`src/rtl/fb_pixel_writer.sv`:
```
// ============================================================================
// fb_pixel_writer : read-modify-write pixel plotter and full-frame clear
//                   engine for a 4bpp, 8-pixels-per-word frame buffer.
// Revision 1.0
// ============================================================================
`default_nettype none

module fb_pixel_writer #(
  parameter int H_PIXELS       = 640,
  parameter int V_LINES        = 480,
  parameter int WORDS_PER_LINE = 80,
  parameter int RD_LATENCY     = 1
) (
  input  logic        clock,
  input  logic        reset,
  input  logic        req_valid,
  output logic        req_ready,
  input  logic [9:0]  req_x,
  input  logic [8:0]  req_y,
  input  logic [3:0]  req_color,
  input  logic        clear_start,
  input  logic [3:0]  clear_color,
  output logic        busy,
  output logic [17:0] mem_address,
  output logic        mem_rd_en,
  input  logic [31:0] mem_rd_data,
  output logic        mem_wr_en,
  output logic [31:0] mem_wr_data
);

  localparam logic [9:0]  X_LIMIT   = 10'(H_PIXELS);
  localparam logic [8:0]  Y_LIMIT   = 9'(V_LINES);
  localparam logic [17:0] LAST_ADDR = 18'(V_LINES * WORDS_PER_LINE - 1);
  localparam logic [2:0]  LAT_LAST  = 3'(RD_LATENCY - 1);

  typedef enum logic [2:0] {
    S_IDLE  = 3'd0,
    S_READ  = 3'd1,
    S_WAIT  = 3'd2,
    S_WRITE = 3'd3,
    S_CLEAR = 3'd4
  } state_t;

  state_t      r_state;
  logic [2:0]  r_pix;
  logic [3:0]  r_color;
  logic [2:0]  r_wait_cnt;

  logic [17:0] w_row_base;
  logic [17:0] w_addr;
  logic [4:0]  w_shift;
  logic [31:0] w_merged;
  logic        w_in_range;

  // y*80 built from two shifts so no multiplier is inferred
  assign w_row_base = ({9'd0, req_y} << 6) + ({9'd0, req_y} << 4);
  assign w_addr     = w_row_base + {11'd0, req_x[9:3]};
  assign w_in_range = (req_x < X_LIMIT) && (req_y < Y_LIMIT);

  assign w_shift  = {r_pix, 2'b00};
  assign w_merged = (mem_rd_data & ~(32'hF << w_shift)) | ({28'd0, r_color} << w_shift);

  assign req_ready = (r_state == S_IDLE) && !clear_start && !reset;
  assign busy      = (r_state != S_IDLE);

  always_ff @(posedge clock or posedge reset) begin
    if (reset) begin
      r_state     <= S_IDLE;
      r_pix       <= 3'd0;
      r_color     <= 4'd0;
      r_wait_cnt  <= 3'd0;
      mem_address <= 18'd0;
      mem_rd_en   <= 1'b0;
      mem_wr_en   <= 1'b0;
      mem_wr_data <= 32'd0;
    end else begin
      case (r_state)
        S_IDLE: begin
          if (clear_start) begin
            mem_address <= 18'd0;
            mem_wr_data <= {8{clear_color}};
            mem_wr_en   <= 1'b1;
            r_state     <= S_CLEAR;
          end else if (req_valid && w_in_range) begin
            // out-of-range requests are consumed here with no memory access
            r_pix       <= req_x[2:0];
            r_color     <= req_color;
            mem_address <= w_addr;
            mem_rd_en   <= 1'b1;
            r_state     <= S_READ;
          end
        end
        S_READ: begin
          mem_rd_en  <= 1'b0;
          r_wait_cnt <= 3'd0;
          r_state    <= S_WAIT;
        end
        S_WAIT: begin
          if (r_wait_cnt == LAT_LAST) begin
            mem_wr_data <= w_merged;
            mem_wr_en   <= 1'b1;
            r_state     <= S_WRITE;
          end else begin
            r_wait_cnt <= r_wait_cnt + 3'd1;
          end
        end
        S_WRITE: begin
          mem_wr_en <= 1'b0;
          r_state   <= S_IDLE;
        end
        S_CLEAR: begin
          if (mem_address == LAST_ADDR) begin
            mem_wr_en <= 1'b0;
            r_state   <= S_IDLE;
          end else begin
            mem_address <= mem_address + 18'd1;
          end
        end
        default: r_state <= S_IDLE;
      endcase
    end
  end

endmodule

`default_nettype wire

```
`config.mk`:
```
export PLATFORM = sky130hd
export DESIGN_NAME = fb_pixel_writer
export DESIGN_NICKNAME = d
export VERILOG_FILES = /design/src/rtl/fb_pixel_writer.sv
export SDC_FILE = /design/constraint.sdc
export NUM_CORES = 1
export LEC_CHECK = 0
export BUFFER_PORTS_ARGS = -buffer_cell sky130_fd_sc_hd__buf_2
export CAP_MARGIN = 20
export CORE_ASPECT_RATIO = 2
export CORE_MARGIN = 2
export CORE_UTILIZATION = 24
export DETAILED_ROUTE_END_ITERATION = 12
export PLACE_DENSITY_LB_ADDON = 0.25
export SLEW_MARGIN = 10
export SYNTH_ARGS = -nofsm -noshare
export SYNTH_HDL_FRONTEND = slang
export SYNTH_SLANG_ARGS = --single-unit
```
`constraint.sdc`:
```
create_clock -name clock -period 2.85 [get_ports clock]
set_input_delay 0.1425 -clock clock [delete_from_list [all_inputs] [get_ports clock]]
set_output_delay 0.1425 -clock clock [all_outputs]
set_load 0.02 [all_outputs]
```
==> out/metrics.yaml, run 1 <==
setup_viol: 0
critPathLaunchType: "flip-flop"
synth_nets: 516
routed_via_density: 5.043
synth_seq_cells: 65
via_count: 3843
min_period_over_period: 0.8141
peakVddDrop_mv: 0.3558
path_buf_inv: 2
status: "finished clean"
post_cts.repair.setup_buffers: 0
cp_max_fo: 36
worstSetupPathType: "reg2reg"
maxSlewViolCount: 0
max_freq_mhz: 431.0
initial_core_util: 0.2440
r2r_slack_ns: 0.53
ant_nets: 0
rr_startpoint: "r_state[1]"
fin_cells: 762
slowest_delay_ns: 0.61
synthArstFlopShare: 1.000
dieHeight_um: 191.4
place_hpwl_um: 11140
clockRootBuffer: "clkbuf_16"
port_buffers: 116
area_growth_pct: 26.22
die-area_mm2: 0.01870
gp_congestion: 0.8847
yosys_warnings: 0
cts.htree.levels: 3
ys_seq_area_frac: 0.3860
placedCellCount: 745
syn_avg_cell_area_um2: 9.777
holdBufCountCts: 1
track_usage: 0.1519
ys.flop_type: "dfrtp_1"
die_w_um: 97.70
grt_start_max_net_pins: 37
relSlewSlack: 0.3971
fin_area_mm2: 0.005319
postSynthCellCount: 431
antenna_found_initial: 0
cts_tree: "built"
critPathArrivalTime_ns: 2.54
synth_edf_count: 0
totalWireLength_um: 13790
grt_pass1_wl_um: 22120
rsz0062_at_grt: "false"
clock_sinks: 65
reg2reg_depth: 6
worst-path-stages: 6
fill_cells: 1818
ctsResizeCount: 0
drt_first_pass_iters: 4
hold_viol: 0
clk_pin_slew_worst_paths_ns: 0.06
worst_clock_skew_ns: 0.006834
tns_ns: 0
cp.required_ns: 3.07
fin_crit_ns: 2.320
fp.coreArea_mm2: 0.01727
clk_latency_ns: 0.34
core.rowCount: 68
whs_ns: 0.03849
pin_count: 117
reg2reg_to: "mem_wr_data[9]"
dpl_cell_area_mm2: 0.005045
yosysUniqueCellTypes: 58
critPathLaunch: "r_state[1]"
netlist_area_mm2: 0.004214
nNetsFinal: 632
crit_slowest_cell: "o21ai_4"
place_ws_ns: 0.2571
crit_end: "mem_wr_data[9]"
cap_violations: 0
cts_buffers: 9
drc: 0
crit_path_cell_trace: "inv_1, nor3_1, o21ai_4, buf_4, a211oi_1, a21o_1"
wire_per_inst_um: 18.10
worstMarginPinSlew_ns: 0.8974
drive_gt1_frac: 0.3043
hold_path.class: "in2reg"
grt_pass1_vias: 4149
diodes: 0
p_leak_nw: 2.680
end_kind: "flip-flop"
critPathTopFamily: "compound AO/OA/AOI/OAI gates"
cts_max_path_buffers: 2
gr-total-overflow: 0
drt-initial-drc-count: 135
p_per_area_mw_per_mm2: 995.5
fin_ws_ns: 0.5298
==> cell usage after synthesis (3+ instances only) <==
master | count | share of area
a31oi_1 | 5 | 0.0074
mux2_2 | 7 | 0.019
mux2i_1 | 34 | 0.081
a21o_1 | 34 | 0.061
xnor2_1 | 4 | 0.0083
a32oi_1 | 4 | 0.0083
clkbuf_1 | 6 | 0.0053
nand4_1 | 3 | 0.0045
inv_1 | 18 | 0.016
dfrtp_1 | 65 | 0.39
nor3b_2 | 4 | 0.012
nand3b_1 | 4 | 0.0071
nand3_1 | 10 | 0.012
buf_1 | 6 | 0.0053
xor2_1 | 3 | 0.0062
a21oi_1 | 19 | 0.023
a211oi_1 | 36 | 0.064
o21a_1 | 4 | 0.0071
and3_1 | 3 | 0.0045
nor2_1 | 34 | 0.030
nand2_1 | 18 | 0.016
ha_1 | 20 | 0.059
buf_2 | 10 | 0.012
nor3_1 | 6 | 0.0071
o22ai_1 | 5 | 0.0074
o21ai_0 | 25 | 0.030
or2_1 | 3 | 0.0045
==> metrics by stage <==
stage / total power [W] / util
5_1_grt: 0.005666 / 0.3080
3_5_place_dp: 0.004334 / 0.2921
6_report: 0.005295 / 0.3080
3_3_place_gp: 0.004296 / 0.2921
4_1_cts: 0.005367 / 0.3080
2_1_floorplan: 0.003430 / -
==> where the power goes <==
part | internal, W | switching [W] | total [W]
logic | 0.00102 | 0.00148 | 0.00250
clock network | 0.000582 | 0.000422 | 0.00100
registers | 0.00131 | 0.000477 | 0.00179
total | 0.00292 | 0.00238 | 0.00530
==> layout make-up <==
class / instances / area [µm²] / area share
inverter: 18 / 67.56 / 0.01270
clock buffer: 10 / 229.0 / 0.04305
clock inverter: 6 / 35.03 / 0.006587
multi-input combinational: 323 / 2410 / 0.4531
tap: 210 / 262.8 / 0.04940
sequential: 65 / 1627 / 0.3058
timing repair buffer: 130 / 688.2 / 0.1294
==> worst min-delay path by stage <==
stage,startpoint,endpoint,cells after the start
after detailed placement,reset,mem_address[10],2
after global placement,reset,mem_address[10],2
after global routing,req_color[1],r_color[1],2
after floorplan,req_color[0],r_color[0],1
after CTS,req_x[1],r_pix[1],2
final,req_x[1],r_pix[1],2
==> worst register-to-register path: stages, from the launching register on <==
cell and delay, ns:
dfrtp_1 0.51, inv_1 0.22, nor3_1 0.11, o21ai_4 0.61
buf_4 0.47, a211oi_1 0.11, a21o_1 0.19
==> state kept, by name (all words and copies together) (netlist names) <==
register and flops:
mem_wr_data 32, mem_address 18, r_color 4, r_pix 3, r_state 3, r_wait_cnt 3, mem_rd_en 1, mem_wr_en 1
==> placed cells by master, fill, tap and decap left out, drive strengths merged, types with 5 or more instances in the layout <==
cell    Yosys  final
a211oi     37     37
nor2       35     35
o22ai       5      5
nor3b       6      6
nand2      18     18
mux2        7      7
dfrtp      65     65
ha         20     20
mux2i      34     34
a21o       34     34
a31oi       6      6
clkbuf      6     10
inv        18     18
o21ai      27     27
nand3      10     10
a21oi      19     19
buf        19    129
nor3        9      9
==> cells by family after synthesis <==
logic type | share of synthesized area
adders and majority gates | 0.06888
and+or+nand+nor | 0.1437
xor gates and xnor gates | 0.01455
AOI/OAI and AO/OA | 0.2426
buffers and inverters | 0.04483
DFF | 0.3860
muxes | 0.09947
==> layer usage <==
metal	GRT usage	share of wire	up-vias
met5	0	0	-
met4	0.09241	0.052	0
met3	0.03291	0.053	41
met2	0.2979	0.55	153
met1	0.1386	0.34	1797
li1	-	-	1852
(Power assumes the default switching activity.)
==> run 2, diff against run 1 <==
clock period = 2.31 ns   (was 2.85 ns; I/O delays follow)
==> run 2 against run 1 <==
Net effect: worst hold slack got worse by 0.023 ns; combinational power rose by 30%; utilization rose by 1.0 points; wire length rose by 2.9%; sequential power rose by 19%; cell count rose by 2.6%; setup slack got worse by 0.39 ns; sequential share of layout area fell by 0.98 points; largest power group unchanged.
==> out/metrics.yaml, run 2 (synthesized netlist as in run 1, its figures left out) <==
fin_crit_ns: 2.168
layout_commonest_cell: "buf_2"
setup_viol: 0  # unchanged
die-area_mm2: 0.01870  # unchanged
grt_pass1_wl_um: 22240  # +0.53%
layout_common_cells: "buf_2, dfrtp_1, a211oi_1"
fin_ws_ns: 0.1416  # -0.3882 ns
hold_depth: 2  # unchanged
reg2reg_depth: 6  # unchanged
critPathLaunchType: "primary input"
routed_via_density: 5.029  # -0.28%
via_count: 3933  # +2.3%
r2r_slack_ns: 0.22  # -0.31 ns
rr_startpoint: "mem_address[17]"
cp_max_fo: 2  # -94%
whs_ns: 0.01578  # -0.02270 ns
max_freq_mhz: 461.2
grt_pass1_vias: 4082  # -1.6%
dpl_cell_area_mm2: 0.005207  # +3.2%
crit_path_cell_trace: "buf_2, inv_1, fa_1, inv_1, ha_1, a211oi_1, nor2_1, o21a_1, a31oi_1, xnor2_1, a221o_1"
fp.coreArea_mm2: 0.01727  # unchanged
critPathArrivalTime_ns: 2.38  # -0.16 ns
diodes: 0  # unchanged
clockRootBuffer: "clkbuf_16"
cp.required_ns: 2.52  # -0.55 ns
ant_nets: 0  # unchanged
crit_slowest_cell: "fa_1"
peakVddDrop_mv: 0.4255  # +20%
hold_viol: 0  # unchanged
gp_congestion: 0.9127  # +3.2%
cap_violations: 0  # unchanged
area_growth_pct: 30.37
maxSlewViolCount: 0  # unchanged
totalWireLength_um: 14190  # +2.9%
dieHeight_um: 191.4  # unchanged
clock_sinks: 65  # unchanged
die_w_um: 97.70  # unchanged
fin_util: 0.3181  # +0.01014
power.total_w: 0.006669  # +26%
holdPathEnd: "r_color[1]"
worstMarginPinSlew_ns: 0.9176  # +0.02020 ns
drive_gt1_frac: 0.3252  # +0.02083
p_per_area_mw_per_mm2: 1214  # +22%
relSlewSlack: 0.3860  # -0.01113
pin_count: 117  # unchanged
ctsResizeCount: 0  # unchanged
min_from: "req_color[1]"
worst_clock_skew_ns: 0.005178  # -0.001656 ns
hold_path.class: "in2reg"
critPathTopFamily: "compound AO/OA/AOI/OAI gates"
initial_core_util: 0.2440  # unchanged
fin_area_mm2: 0.005494  # +3.3%
place_ws_ns: -0.2357  # -0.4928 ns
worstSetupPathType: "in2reg"
clk_pin_slew_worst_paths_ns: 0.05  # about the same
clk_latency_ns: 0.34  # about the same
nNetsFinal: 652  # +3.2%
p_leak_nw: 2.788  # +4.0%
min_period_over_period: 0.9387
cts_buffers: 9  # unchanged
drc: 0  # unchanged
rsz0062_at_grt: "false"
gr-total-overflow: 0  # unchanged
place_hpwl_um: 11410  # +2.4%
status: "finished clean"
reg_top3: "mem_wr_data x32, mem_address x18, r_color x4"
top_register: "mem_wr_data"
end_kind: "flip-flop"
reg2reg_to: "mem_address[16]"
grt_start_max_net_pins: 66  # +78%
antenna_found_initial: 0  # unchanged
drt_first_pass_iters: 4  # unchanged
wire_per_inst_um: 18.15  # +0.30%
drt-initial-drc-count: 108  # -20%
path_buf_inv: 3  # +1
port_buffers: 116  # unchanged
cts_tree: "built"
cts_max_path_buffers: 2  # unchanged
slowest_delay_ns: 0.59  # -0.02 ns
cpMostUsedCell: "inv_1"
cts.htree.levels: 3  # unchanged
largest_reg_flops: 32  # unchanged
track_usage: 0.1554  # +0.003563
core.rowCount: 68  # unchanged
==> run 2: cell types whose count changed in the layout (fill, tap and decap cells not counted), sizes merged <==
cell	change
buf	+20
clkbuf	+4
clkinv	-3
clkinvlp	-1
==> run 2: how the worst max path moves through the flow <==
stage | cells after the start | to | start | slack [ns]
6_report | 11 | mem_address[14] | req_x[9] | 0.14
5_1_grt | 11 | mem_address[14] | req_x[9] | 0.01
4_1_cts | 11 | mem_address[14] | req_x[9] | 0.12
3_5_place_dp | 11 | mem_address[14] | req_x[9] | -0.24
3_3_place_gp | 11 | mem_address[14] | req_x[9] | -0.22
2_1_floorplan | 10 | mem_address[14] | req_x[9] | 0.007
==> run 2: stage by stage <==
stage	cells	TNS, ns
final	782	0
after global routing	782	0
after CTS	782	0
after detailed placement	765	-0.6103
after global placement	765	-0.4676
after floorplan	431	0
==> run 2: report_power, final <==
group,internal [W],switching (W)
registers,0.00162,0.000508
logic,0.00132,0.00194
clock network,0.000784,0.000496
==> run 2: area by class of cell <==
| type | count | area (µm²) |
|---|---|---|
| timing repair buffer | 150 | 850.8 |
| clock buffer | 14 | 264.0 |
| inverter | 18 | 67.56 |
| clock inverter | 2 | 12.51 |
| sequential | 65 | 1627 |
| tap | 210 | 262.8 |
| fill | 1819 | 11780 |
| multi-input combinational | 323 | 2410 |
==> run 2: worst register-to-register path, delay by kind of cell, from the launching register on <==
kind | cells | cell delay [ns]
AND/OR/NAND/NOR | 4 | 1.02
XOR/XNOR | 1 | 0.15
AO/OA/AOI/OAI | 1 | 0.36
flip-flops | 1 | 0.44
==> run 2: routing by layer <==
layer	routed length [µm]	track usage	up-vias
li1	-	-	1889
met1	4751	0.1379	1852
met2	7951	0.3114	150
met3	637	0.02742	42
met4	854	0.09989	0
met5	0	0	-
==> run 2: what timing repair did <==
action,CTS,global route
hold buffers,1,0
setup endpoints to repair,0,1
setup buffers,0,0
hold endpoints to repair,65,0
==> run 3, diff against run 2 <==
PLACE_DENSITY = 0.43   (was unset)
PLACE_DENSITY_LB_ADDON = unset   (was 0.25)
clock period = 2.1 ns   (was 2.31 ns; I/O delays follow)
==> run 3 against run 2 <==
Net effect: worst hold slack improved by 0.0029 ns; combinational power rose by 17%; clock skew rose by 0.0023 ns; largest cell class unchanged.
==> out/metrics.yaml, run 3 (synthesized netlist as in run 1, its figures left out) <==
worstSetupPathType: "in2reg"
r2r_slack_ns: 0.09  # -0.13 ns
place_hpwl_um: 11490  # +0.69%
end_kind: "flip-flop"
initial_core_util: 0.2440  # unchanged
p_int_w: 0.004275  # +15%
totalWireLength_um: 14530  # +2.4%
p_leak_nw: 2.907  # +4.3%
worst_clock_skew_ns: 0.007517  # +0.002339 ns
die_w_um: 97.70  # unchanged
grt_pass1_vias: 4225  # +3.5%
layout_commonest_cell: "buf_2"
fin_cells: 796  # +1.8%
routed_via_density: 4.971  # -1.2%
hold_path.class: "in2reg"
dpl_cell_area_mm2: 0.005345  # +2.6%
area_growth_pct: 35.90
diodes: 0  # unchanged
crit_path_cell_trace: "buf_8, inv_8, fa_2, fa_2, nor2b_2, o31a_1, or4_1, a31o_2, mux2i_1, a21oi_1"
p_per_area_mw_per_mm2: 1320  # +8.7%
rr_startpoint: "mem_address[0]"
crit_slowest_cell: "fa_2"
critPathTopFamily: "adder cells"
drt_first_pass_iters: 4  # unchanged
reg2reg_to: "mem_address[17]"
switchingPower_w: 0.003283  # +12%
critPathArrivalTime_ns: 2.27  # -0.11 ns
relSlewSlack: 0.4462  # +0.06023
core.rowCount: 68  # unchanged
clockRootBuffer: "clkbuf_16"
power.total_w: 0.007557  # +13%
drc: 0  # unchanged
largest_reg_flops: 32  # unchanged
layout_common_cells: "buf_2, dfrtp_1, buf_4"
track_usage: 0.1567  # +0.001221
cap_violations: 0  # unchanged
cts_buffers: 9  # unchanged
clock_power_share: 0.193  # about the same
dieHeight_um: 191.4  # unchanged
gr-total-overflow: 0  # unchanged
peakVddDrop_mv: 0.4364  # +2.6%
hold_depth: 2  # unchanged
cp_max_fo: 3  # +1
reg_top3: "mem_wr_data x32, mem_address x18, r_color x4"
nNetsFinal: 666  # +2.1%
path_buf_inv: 2  # -1
maxSlewViolCount: 0  # unchanged
gp_congestion: 0.8187  # -10%
rsz0062_at_grt: "true"
power_frac_comb: 0.506  # +0.018
clk_latency_ns: 0.33  # about the same
cpMostUsedCell: "fa_2"
critPathLaunchType: "primary input"
placedCellCount: 776  # +1.4%
fill_cells: 1806  # -0.71%
worstMarginPinSlew_ns: 0.8276  # -0.09001 ns
setup_viol: 0  # unchanged
max_freq_mhz: 485.4
top_register: "mem_wr_data"
seqPwrFrac: 0.301  # -0.019
cts_max_path_buffers: 2  # unchanged
cts.htree.levels: 3  # unchanged
min_period_over_period: 0.9811
slowest_delay_ns: 0.57  # -0.02 ns
wire_per_inst_um: 18.26  # +0.59%
reg2reg_depth: 7  # +1
antenna_found_initial: 0  # unchanged
pin_count: 117  # unchanged
die-area_mm2: 0.01870  # unchanged
cp.required_ns: 2.31  # -0.21 ns
fp.coreArea_mm2: 0.01727  # unchanged
hold_viol: 0  # unchanged
drt-initial-drc-count: 102  # -5.6%
fin_area_mm2: 0.005727  # +4.2%
ant_nets: 0  # unchanged
holdPathEnd: "r_color[1]"
clk_pin_slew_worst_paths_ns: 0.05  # about the same
clock_sinks: 65  # unchanged
drive_gt1_frac: 0.3686  # +0.04343
status: "finished clean"
grt_pass1_wl_um: 22720  # +2.2%
power_switching_share: 0.4344  # -0.006789
min_from: "req_color[1]"
grt_start_max_net_pins: 46  # -30%
fin_crit_ns: 2.060
port_buffers: 116  # unchanged
via_count: 3957  # +0.61%
cts_tree: "built"
-- run 3: changes by cell type in the layout (fill, tap and decap cells not counted), sizes merged --
cell         previous run  this run
buf                   149       161
clkbuf                 14        10
clkinv                  1         5
a211o                   1         2
bufinv                  0         1
clkinvlp                1         0
dlygate4sd3             1         2
-- run 3: worst max path at each step --
| stage | startpoint | end | slack [ns] | depth (start not counted) |
|---|---|---|---|---|
| floorplan | req_y[2] | mem_address[13] | -0.04 | 9 |
| global placement | req_y[2] | mem_address[15] | -0.34 | 11 |
| detailed placement | req_y[2] | mem_address[13] | -0.36 | 10 |
| CTS | req_y[2] | mem_address[13] | 0.02 | 10 |
| global route | req_y[2] | mem_address[13] | -0.04 | 10 |
| finish | req_y[2] | mem_address[13] | 0.04 | 10 |
-- run 3: through the flow --
stage	hold WS, ns	worst slack (ns)	util	TNS, ns
after floorplan	0.2567	-0.04023	-	-0.07552
after global placement	0.1749	-0.3449	0.3095	-1.323
final	0.01864	0.03975	0.3316	0
after detailed placement	0.1743	-0.3624	0.3095	-1.469
after CTS	0.002774	0.01774	0.3274	0
after global routing	0.01189	-0.04145	0.3316	-0.05720
-- run 3: area by class of cell --
| class | count | area, µm² | area share |
|---|---|---|---|
| well taps | 210 | 262.8 | 0.04588 |
| clock buffers | 10 | 229.0 | 0.03998 |
| multi-input cells | 324 | 2495 | 0.4357 |
| flip-flops and latches | 65 | 1627 | 0.2840 |
| inverters | 18 | 75.07 | 0.01311 |
| clock inverters | 6 | 58.81 | 0.01027 |
| repair buffers | 163 | 979.7 | 0.1711 |
-- run 3: routing by layer --
metal / wire (µm) / track usage / vias to the layer above
met5: 0 / 0 / -
met4: 711 / 0.08440 / 0
met3: 639 / 0.02706 / 31
met2: 8110 / 0.3133 / 141
met1: 5072 / 0.1468 / 1868
li1: - / - / 1917
-- run 3: timing repair --
action	CTS	global route
buffers inserted	0	1
hold endpoints to repair	19	0
endpoints found under the setup margin	1	5
hold buffers	2	0
resized for setup	1	15
cloned	0	1
pin swaps	0	5
-- run 3: power by group through the flow --
| stage | Combinational [W] | Sequential, W | Clock [W] |
|---|---|---|---|
| floorplan | 0.00201 | 0.00266 | 0 |
| global placement | 0.00376 | 0.00229 | 0 |
| detailed placement | 0.00379 | 0.00231 | 0 |
| CTS | 0.00381 | 0.00228 | 0.00152 |
| global route | 0.00419 | 0.00235 | 0.00157 |
| finish | 0.00382 | 0.00228 | 0.00146 |
